**config.mk**
```make
export PLATFORM = sky130hd
export DESIGN_NAME = eth_tx_fcs_ctrl
export DESIGN_NICKNAME = d
export VERILOG_FILES = /design/src/rtl/eth_tx_pkg.sv /design/src/rtl/eth_tx_fcs_ctrl_crc32_d8.sv /design/src/rtl/eth_tx_fcs_ctrl.sv
export SDC_FILE = /design/constraint.sdc
export NUM_CORES = 1
export LEC_CHECK = 0
export BUFFER_PORTS_ARGS = -buffer_cell sky130_fd_sc_hd__buf_2
export CAP_MARGIN = 25
export CELL_PAD_IN_SITES_DETAIL_PLACEMENT = 0
export CELL_PAD_IN_SITES_GLOBAL_PLACEMENT = 1
export CORE_MARGIN = 3
export CORE_UTILIZATION = 45
export CTS_CLUSTER_SIZE = 12
export DETAILED_ROUTE_END_ITERATION = 16
export PLACE_DENSITY = 0.89
export SLEW_MARGIN = 20
export SYNTH_ARGS = -nofsm -noshare
export SYNTH_HDL_FRONTEND = slang
export SYNTH_SLANG_ARGS = --single-unit
```
**constraint.sdc**
```tcl
create_clock -name clk -period 3.3 [get_ports clk]
set_clock_uncertainty 0.2 [all_clocks]
set_input_delay 0.33 -clock clk [delete_from_list [all_inputs] [get_ports clk]]
set_output_delay 0.33 -clock clk [all_outputs]
set_load 0.005 [all_outputs]
```
**src/rtl/eth_tx_pkg.sv**
```systemverilog
// Shared types and constants for the Ethernet TX FCS inserter.
// Build option: define ETH_TX_PAD_EN to compile in short-frame padding.
package eth_tx_pkg;

  typedef enum logic [2:0] {
    ST_IDLE = 3'd0,
    ST_DATA = 3'd1,
    ST_PAD  = 3'd2,
    ST_FCS  = 3'd3,
    ST_IFG  = 3'd4
  } tx_state_e;

  localparam logic [31:0] CRC_POLY        = 32'hEDB88320;
  localparam logic [31:0] CRC_INIT        = 32'hFFFFFFFF;
  localparam int          FCS_BYTES       = 4;
  localparam int          DEF_MIN_PAYLOAD = 60;
  localparam int          DEF_IFG_BYTES   = 12;
  localparam logic [10:0] BYTE_CNT_MAX    = 11'h7FF;

  // Byte counter increment that sticks at its maximum.
  function automatic logic [10:0] sat_inc(input logic [10:0] v);
    return (v == BYTE_CNT_MAX) ? v : v + 11'd1;
  endfunction

endpackage

```
**src/rtl/eth_tx_fcs_ctrl_crc32_d8.sv**
```systemverilog
// Combinational CRC-32 (reflected) next-state for one byte, LSB first.
module crc32_d8
  import eth_tx_pkg::*;
(
  input  logic [7:0]  data,
  input  logic [31:0] crc_in,
  output logic [31:0] crc_out
);

  logic [31:0] c;

  // Eight serial shift steps unrolled into one cycle.
  always_comb begin
    c = crc_in ^ {24'd0, data};
    for (int i = 0; i < 8; i++) begin
      if (c[0]) begin
        c = (c >> 1) ^ CRC_POLY;
      end else begin
        c = c >> 1;
      end
    end
    crc_out = c;
  end

endmodule

```
**src/rtl/eth_tx_fcs_ctrl.sv**
```systemverilog
// Ethernet TX framer: passes payload through, optionally pads, appends FCS, enforces IFG.
// Build option: ETH_TX_PAD_EN enables padding of short frames up to MIN_PAYLOAD bytes.
module eth_tx_fcs_ctrl
  import eth_tx_pkg::*;
#(
  parameter int IFG_BYTES   = DEF_IFG_BYTES,
  parameter int MIN_PAYLOAD = DEF_MIN_PAYLOAD
) (
  input  logic        clk,
  input  logic        reset,
  input  logic [7:0]  in_data,
  input  logic        in_valid,
  input  logic        in_last,
  output logic        in_ready,
  output logic [7:0]  out_data,
  output logic        out_valid,
  output logic        out_last,
  input  logic        out_ready,
  output logic        frame_done,
  output logic [15:0] frame_count
);

`ifdef ETH_TX_PAD_EN
  localparam bit PAD_EN = 1'b1;
`else
  localparam bit PAD_EN = 1'b0;
`endif

  localparam logic [10:0] MIN_CNT  = 11'(MIN_PAYLOAD);
  localparam logic [7:0]  IFG_LAST = 8'(IFG_BYTES - 1);

  tx_state_e   state;
  logic [31:0] crc;
  logic [31:0] crc_next;
  logic [31:0] fcs_word;
  logic [10:0] byte_cnt;
  logic [10:0] cnt_next;
  logic [1:0]  fcs_idx;
  logic [7:0]  ifg_cnt;
  logic [7:0]  crc_data;

  assign crc_data = (state == ST_PAD) ? 8'h00 : in_data;
  assign cnt_next = sat_inc(byte_cnt);
  assign fcs_word = ~crc;

  crc32_d8 u_crc (
    .data    (crc_data),
    .crc_in  (crc),
    .crc_out (crc_next)
  );

  // Output/handshake steering; payload is a zero-latency pass-through.
  always_comb begin
    in_ready  = 1'b0;
    out_data  = 8'h00;
    out_valid = 1'b0;
    out_last  = 1'b0;
    case (state)
      ST_IDLE, ST_DATA: begin
        in_ready  = out_ready & ~reset;
        out_data  = in_data;
        out_valid = in_valid & ~reset;
      end
      ST_PAD: begin
        out_valid = ~reset;
      end
      ST_FCS: begin
        out_valid = ~reset;
        out_last  = (fcs_idx == 2'd3) & ~reset;
        case (fcs_idx)
          2'd0:    out_data = fcs_word[7:0];
          2'd1:    out_data = fcs_word[15:8];
          2'd2:    out_data = fcs_word[23:16];
          2'd3:    out_data = fcs_word[31:24];
          default: out_data = 8'h00;
        endcase
      end
      ST_IFG: begin
        out_valid = 1'b0;
      end
      default: begin
        out_valid = 1'b0;
      end
    endcase
  end

  // Frame sequencing, CRC accumulation and frame statistics.
  always_ff @(posedge clk) begin
    if (reset) begin
      state       <= ST_IDLE;
      crc         <= CRC_INIT;
      byte_cnt    <= 11'd0;
      fcs_idx     <= 2'd0;
      ifg_cnt     <= 8'd0;
      frame_done  <= 1'b0;
      frame_count <= 16'd0;
    end else begin
      frame_done <= 1'b0;
      case (state)
        ST_IDLE, ST_DATA: begin
          if (in_valid && out_ready) begin
            crc      <= crc_next;
            byte_cnt <= cnt_next;
            fcs_idx  <= 2'd0;
            if (in_last) begin
              state <= (PAD_EN && (cnt_next < MIN_CNT)) ? ST_PAD : ST_FCS;
            end else begin
              state <= ST_DATA;
            end
          end
        end
`ifdef ETH_TX_PAD_EN
        ST_PAD: begin
          if (out_ready) begin
            crc      <= crc_next;
            byte_cnt <= cnt_next;
            if (cnt_next >= MIN_CNT) begin
              state <= ST_FCS;
            end
          end
        end
`endif
        ST_FCS: begin
          if (out_ready) begin
            fcs_idx <= fcs_idx + 2'd1;
            if (fcs_idx == 2'd3) begin
              state       <= ST_IFG;
              ifg_cnt     <= 8'd0;
              frame_done  <= 1'b1;
              frame_count <= frame_count + 16'd1;
            end
          end
        end
        ST_IFG: begin
          if (ifg_cnt == IFG_LAST) begin
            state    <= ST_IDLE;
            crc      <= CRC_INIT;
            byte_cnt <= 11'd0;
          end else begin
            ifg_cnt <= ifg_cnt + 8'd1;
          end
        end
        default: begin
          state <= ST_IDLE;
        end
      endcase
    end
  end

endmodule

```
# == Yosys cells after proc, flatten, opt, wreduce, memory -nomap -nowiden ==
# Index checks and enable logic that the tools add are counted.
# word_totals
ramBits,0
latchBits,0
mem_bits_ro,0
out_inout_bits,28
word_cells,83
input_bits,13
ff_bits,62
mem_count,0
# op_classes
mul,0
n_eq_ne,13
n_reduce_logical,14
div,0
n_lt_le_gt_ge,0
mux,31
shift,0
bitwise_logic,16
n_addsub,3
# ops
op,count
$mux W32,10
$not A13 Y14,8
$pmux W32 S2,1
$mux W8,4
$not A32 Y32,1
$pmux W8 S2,2
$pmux W8 S4,1
$xor A32 B8 Y32,1
$add A16 B1 Y16 const B,1
$mux W3,4
$ne A2 B2 Y1 const B,5
$pmux W3 S3,1
$reduce_and A3 Y1,3
$add A8 B1 Y8 const B,1
$eq A8 B4 Y1 const B,1
$reduce_and A4 Y1,2
$eq A3 B2 Y1 const B,2
$mux W2,3
$reduce_bool A2 Y1,3
$eq A2 B2 Y1 const B,2
$pmux W2 S2,1
$reduce_or A2 Y1,2
$and A1 B1 Y1,3
$eq A3 B1 Y1 const B,1
10 further kinds,14

# == Longest topological paths before layout ==
# depth
word_depth,21
mapped_depth,8
mapped_depth_nobuf,7

# == By module ==
# From an unflattened synthesis, not the netlist that was laid out.
# hier_totals
cells_unflattened,371
area_unflattened_um2,3783.6
# by_module_without_submodules
module,n_inst,cells_per_inst,seq_area_each_um2,area_each_um2
eth_tx_fcs_ctrl,1,307,1241.2,2829.0
crc32_d8,1,64,0.0,954.7

# == Worst setup path after synthesis ==
# OpenSTA, ideal clock, no wires.
# synth_path
path_type,reg2reg
startpoint,register state[1]
endpoint,register crc[24]
path_slack_ps,690
n_path_buf,1
t_arrival_ps,2293
required_time_ps,2983
stages_incl_launch_ff,8
cell_sequence,dfxtp_1 -> or3b_1 -> buf_6 -> a211oi_4 -> xnor2_1 -> xnor3_2 -> xnor2_1 -> o22a_1
# synth_between
elab_chain_cells,18
word_cells_on_any_way,26
# synth_lines
element,line_no,rtl
"start, declared",eth_tx_fcs_ctrl.sv:32,tx_state_e state;
"start signal, assigned",eth_tx_fcs_ctrl.sv:106,state <= (PAD_EN && (cnt_next < MIN_CNT)) ? ST_PAD : ST_FCS;
$eq A3 B2 Y1,eth_tx_fcs_ctrl.sv:42,assign crc_data = (state == ST_PAD) ? 8'h00 : in_data;
$mux W8,eth_tx_fcs_ctrl.sv:42,
$xor A32 B8 Y32,eth_tx_fcs_ctrl_crc32_d8.sv:14,"c = crc_in ^ {24'd0, data};"
$mux W32,eth_tx_fcs_ctrl_crc32_d8.sv:16,if (c[0]) begin
$not A13 Y14 (no line),-,
$mux W32,eth_tx_fcs_ctrl_crc32_d8.sv:16,
$not A13 Y14 (no line),-,
$mux W32 (2 in series),eth_tx_fcs_ctrl_crc32_d8.sv:16,
$not A13 Y14 (no line),-,
$mux W32,eth_tx_fcs_ctrl_crc32_d8.sv:16,
$not A13 Y14 (no line),-,
$mux W32 (2 in series),eth_tx_fcs_ctrl_crc32_d8.sv:16,
$not A13 Y14 (no line),-,
$mux W32,eth_tx_fcs_ctrl_crc32_d8.sv:16,
$mux W32,eth_tx_fcs_ctrl.sv:101,if (in_valid && out_ready) begin
$pmux W32 S2,eth_tx_fcs_ctrl.sv:99,case (state)
"end signal, assigned",eth_tx_fcs_ctrl.sv:102,crc <= crc_next;
"end, declared",eth_tx_fcs_ctrl.sv:33,logic [31:0] crc;
# Parallel ways exist; a longest one is shown, timed or not. The select of a mux whose other input is x is not followed.
# A chain may end at the register's enable or synchronous reset.

# == Worst setup path after layout ==
# layout_path
startpoint,register state[0]
endpoint,register crc[18]
# layout_between
elab_chain_cells,17
word_cells_on_any_way,26
# layout_lines
element,line_no
$eq A3 B2 Y1,eth_tx_fcs_ctrl.sv:42
$mux W8,eth_tx_fcs_ctrl.sv:42
$xor A32 B8 Y32,eth_tx_fcs_ctrl_crc32_d8.sv:14
$mux W32 (2 in series),eth_tx_fcs_ctrl_crc32_d8.sv:16
$not A13 Y14 (no line),-
$mux W32 (2 in series),eth_tx_fcs_ctrl_crc32_d8.sv:16
$not A13 Y14 (no line),-
$mux W32,eth_tx_fcs_ctrl_crc32_d8.sv:16
$not A13 Y14 (no line),-
$mux W32,eth_tx_fcs_ctrl_crc32_d8.sv:16
$not A13 Y14 (no line),-
$mux W32 (2 in series),eth_tx_fcs_ctrl_crc32_d8.sv:16
$mux W32,eth_tx_fcs_ctrl.sv:101
$pmux W32 S2,eth_tx_fcs_ctrl.sv:99
# Parallel ways exist; a longest one is shown, timed or not. The select of a mux whose other input is x is not followed.

==> metrics.cfg <==
[place]
dp_hpwl_mm=6.76
place_inst=549
dp_slack_ns=0.357
io_buffer_count=40
place.gp.congestion=0.931

[finish]
num-fill-cells=726
syn_to_final_growth_pct=15.3
n_antenna_cell=0
nets=477
layout.cells.non_filler=564
drive_gt1_share_pct=18.0
utilization_pct=54.1

[setup_path]
crit_family=XOR/XNOR gates
cpMostUsedCell=xnor2_1
r2r-start=state[0]
worst-setup-path-type=flop to flop
crit_path_end=crc[18]
reg2reg_to=crc[18]
required_ns=3.33
cpMaxStageDelayCell=a211oi_1
reg2reg_slack_ns=0.31
critical_path_buf_inv_count=0
worstPathArrival_ns=3.02
start_kind=flop
crit_cells=6
worst-path-max-fanout=11
critical_path.cell_chain=or3b_1 -> a211oi_1 -> xnor2_1 -> xor2_1 -> xnor2_1 -> a2bb2oi_1
critPathMaxStageDelay_ns=0.68
endpoint_kind=flop
r2r_cells=6
startpoint=state[0]

[synth]
synth_edf_count=0
synth_seq_cells=62
async_flop_share_pct=0
synth_common_cells=dfxtp_1 (62), xnor2_1 (45), nor2_1 (38)
syn_avg_cell_area_um2=8.85
syn_inst=414
yosysMostFrequentCell=dfxtp_1
syn-cell-area_um2=3660
ys_warn_count=0
ys.flop_type=dfxtp_1
yosys.area.top_type=dfxtp_1
synth.distinct_cells=48
yosysSeqAreaShare_pct=33.9
yosys-top-cells-area=dfxtp_1 (34%), xnor2_1 (11%), xor2_1 (8.1%)
synth_top_area_share_pct=33.9
synth.net_count=433

[global_route]
grt_overflow=0
gr-usage-all-layers_pct=21.8
antenna_found_initial=0
grt_max_degree=32
grt_pass1_wl_mm=15.2
grt_pass1_vias=2959

[detailed_routing]
wl_met1_mm=4.40
drtIter0Drc=177
drt_wl_total_mm=9.40
ant_nets=0
wl_per_cell_um=16.7
drtPass1Iterations=4
wl_met3_um=558
routed.top_layer=met4
vias=3046
via_per_inst=5.40
wl_met2_mm=4.30
route.detailed.drc=0

[floorplanning]
placementRows=32
die_y_um=96.2
initial_utilization_pct=46.9
die_x_um=96.2
ioPinCount=41
die_area_um2=9260
core-area_um2=7810

[run]
cap_violations=0

[power_and_ir_drop]
internal_power_mw=1.64
max-vdd-ir-drop_v=0.000246
p_clk_share_pct=28.9
power_frac_comb_pct=34.3
pwr-share-seq_pct=36.8
cellPowerDensity_nw_per_um2=572
p_sw_mw=0.772
p_leak_nw=1.72
swShare_pct=32.0

[timing]
worst_slack_ns=0.310
finalCritPeriodShare_pct=90.6
clock.fmax_ghz=0.334
slew_headroom_pct=51.7
tightest_slew_ns=0.719
min_period_ns=2.99
rsz0062_at_grt=false
hold_viol_final=0
finalSetupViolCount=0
worst_hold_slack_ns=0.0212
fin_tns_setup_ns=0
slew_viol_final=0

[clock_tree]
clockBufferDepth=2
clk_pin_slew_ns=0.07
ctsResizeCount=0
clock-sinks=62
numCtsBuffers=9
cts_tree=built
ctsHtreeMaxLevel=3
cts_setup_buffers=0
cts_root_buf=clkbuf_8
worstSkewPairLatency_ns=0.35
postCtsHoldBufs=0

[min_path]
hp-class=input pin to flop

[status]
status=completed

worst min-delay path, cell delays in order:
cell and delay [ns]:
buf_2 0.08, a21oi_1 0.05, nor2_1 0.07
routing by layer:
metal	vias to the layer above	track usage, %
li1	1511	-
met1	1440	29.8
met2	81	33.9
met3	14	4.85
met4	0	6.99
met5	-	0
state kept, by name, indices dropped and copies added (netlist names):
signal       count
state            3
ifg_cnt          8
frame_count     16
crc             32
frame_done       1
fcs_idx          2
cell usage in the layout (no fill, tap or decap), types with 8 or more instances in the layout:
cell / n
o22ai_1: 8
nand2b_1: 19
nand2_1: 36
nor2b_1: 14
buf_4: 16
nor2_1: 38
nand3_1: 8
clkbuf_8: 12
xor2_1: 34
xnor2_1: 45
dfxtp_1: 62
buf_2: 40
a2bb2oi_1: 14
o21ai_0: 18
o221ai_1: 8
cell type report:
| cell class | count | area (µm²) | area share, % |
|---|---|---|---|
| flip-flops and latches | 62 | 1240 | 29.4 |
| clock buffers | 12 | 165 | 3.91 |
| multi-input cells | 322 | 2300 | 54.4 |
| repair buffers | 56 | 320 | 7.59 |
| inverters | 7 | 26.3 | 0.622 |
| well taps | 102 | 128 | 3.02 |
| clock inverters | 3 | 42.5 | 1.01 |
per-stage QoR:
stage / cell area, µm² / power [mW]
2_1_floorplan: 3660 / 1.53
3_3_place_gp: 4010 / 1.71
3_5_place_dp: 4010 / 1.72
4_1_cts: 4220 / 2.42
5_1_grt: 4220 / 2.53
6_report: 4220 / 2.41
power by group through the flow:
| stage | registers (mW) | logic [mW] | clock network [mW] |
|---|---|---|---|
| detailed placement | 0.904 | 0.816 | 0 |
| global route | 0.898 | 0.896 | 0.740 |
| global placement | 0.902 | 0.805 | 0 |
| finish | 0.889 | 0.829 | 0.697 |
| CTS | 0.888 | 0.823 | 0.712 |
| floorplan | 0.875 | 0.656 | 0 |
how the worst min path moves through the flow:
stage | from | endpoint | slack [ns] | cells past startpoint
floorplan | ifg_cnt[1] | ifg_cnt[1] | 0.24 | 2
global placement | ifg_cnt[1] | ifg_cnt[1] | 0.25 | 2
detailed placement | ifg_cnt[1] | ifg_cnt[1] | 0.27 | 2
CTS | in_last | state[1] | 0.01 | 3
global route | in_last | state[1] | 0.03 | 3
finish | in_last | state[1] | 0.02 | 3
cells by family (layout without fill, tap and decap cells):
kind of cell | count (synthesis) | after routing | synth area share, %
and+or+nand+nor | 157 | 157 | 22.4
xor gates and xnor gates | 85 | 85 | 22.5
AOI/OAI and AO/OA | 73 | 73 | 15.5
DFF | 62 | 62 | 33.9
buffers and inverters | 30 | 78 | 3.35
adders and majority gates | 6 | 6 | 2.05
muxes | 1 | 1 | 0.273
Power figures use the tool's default switching activity.
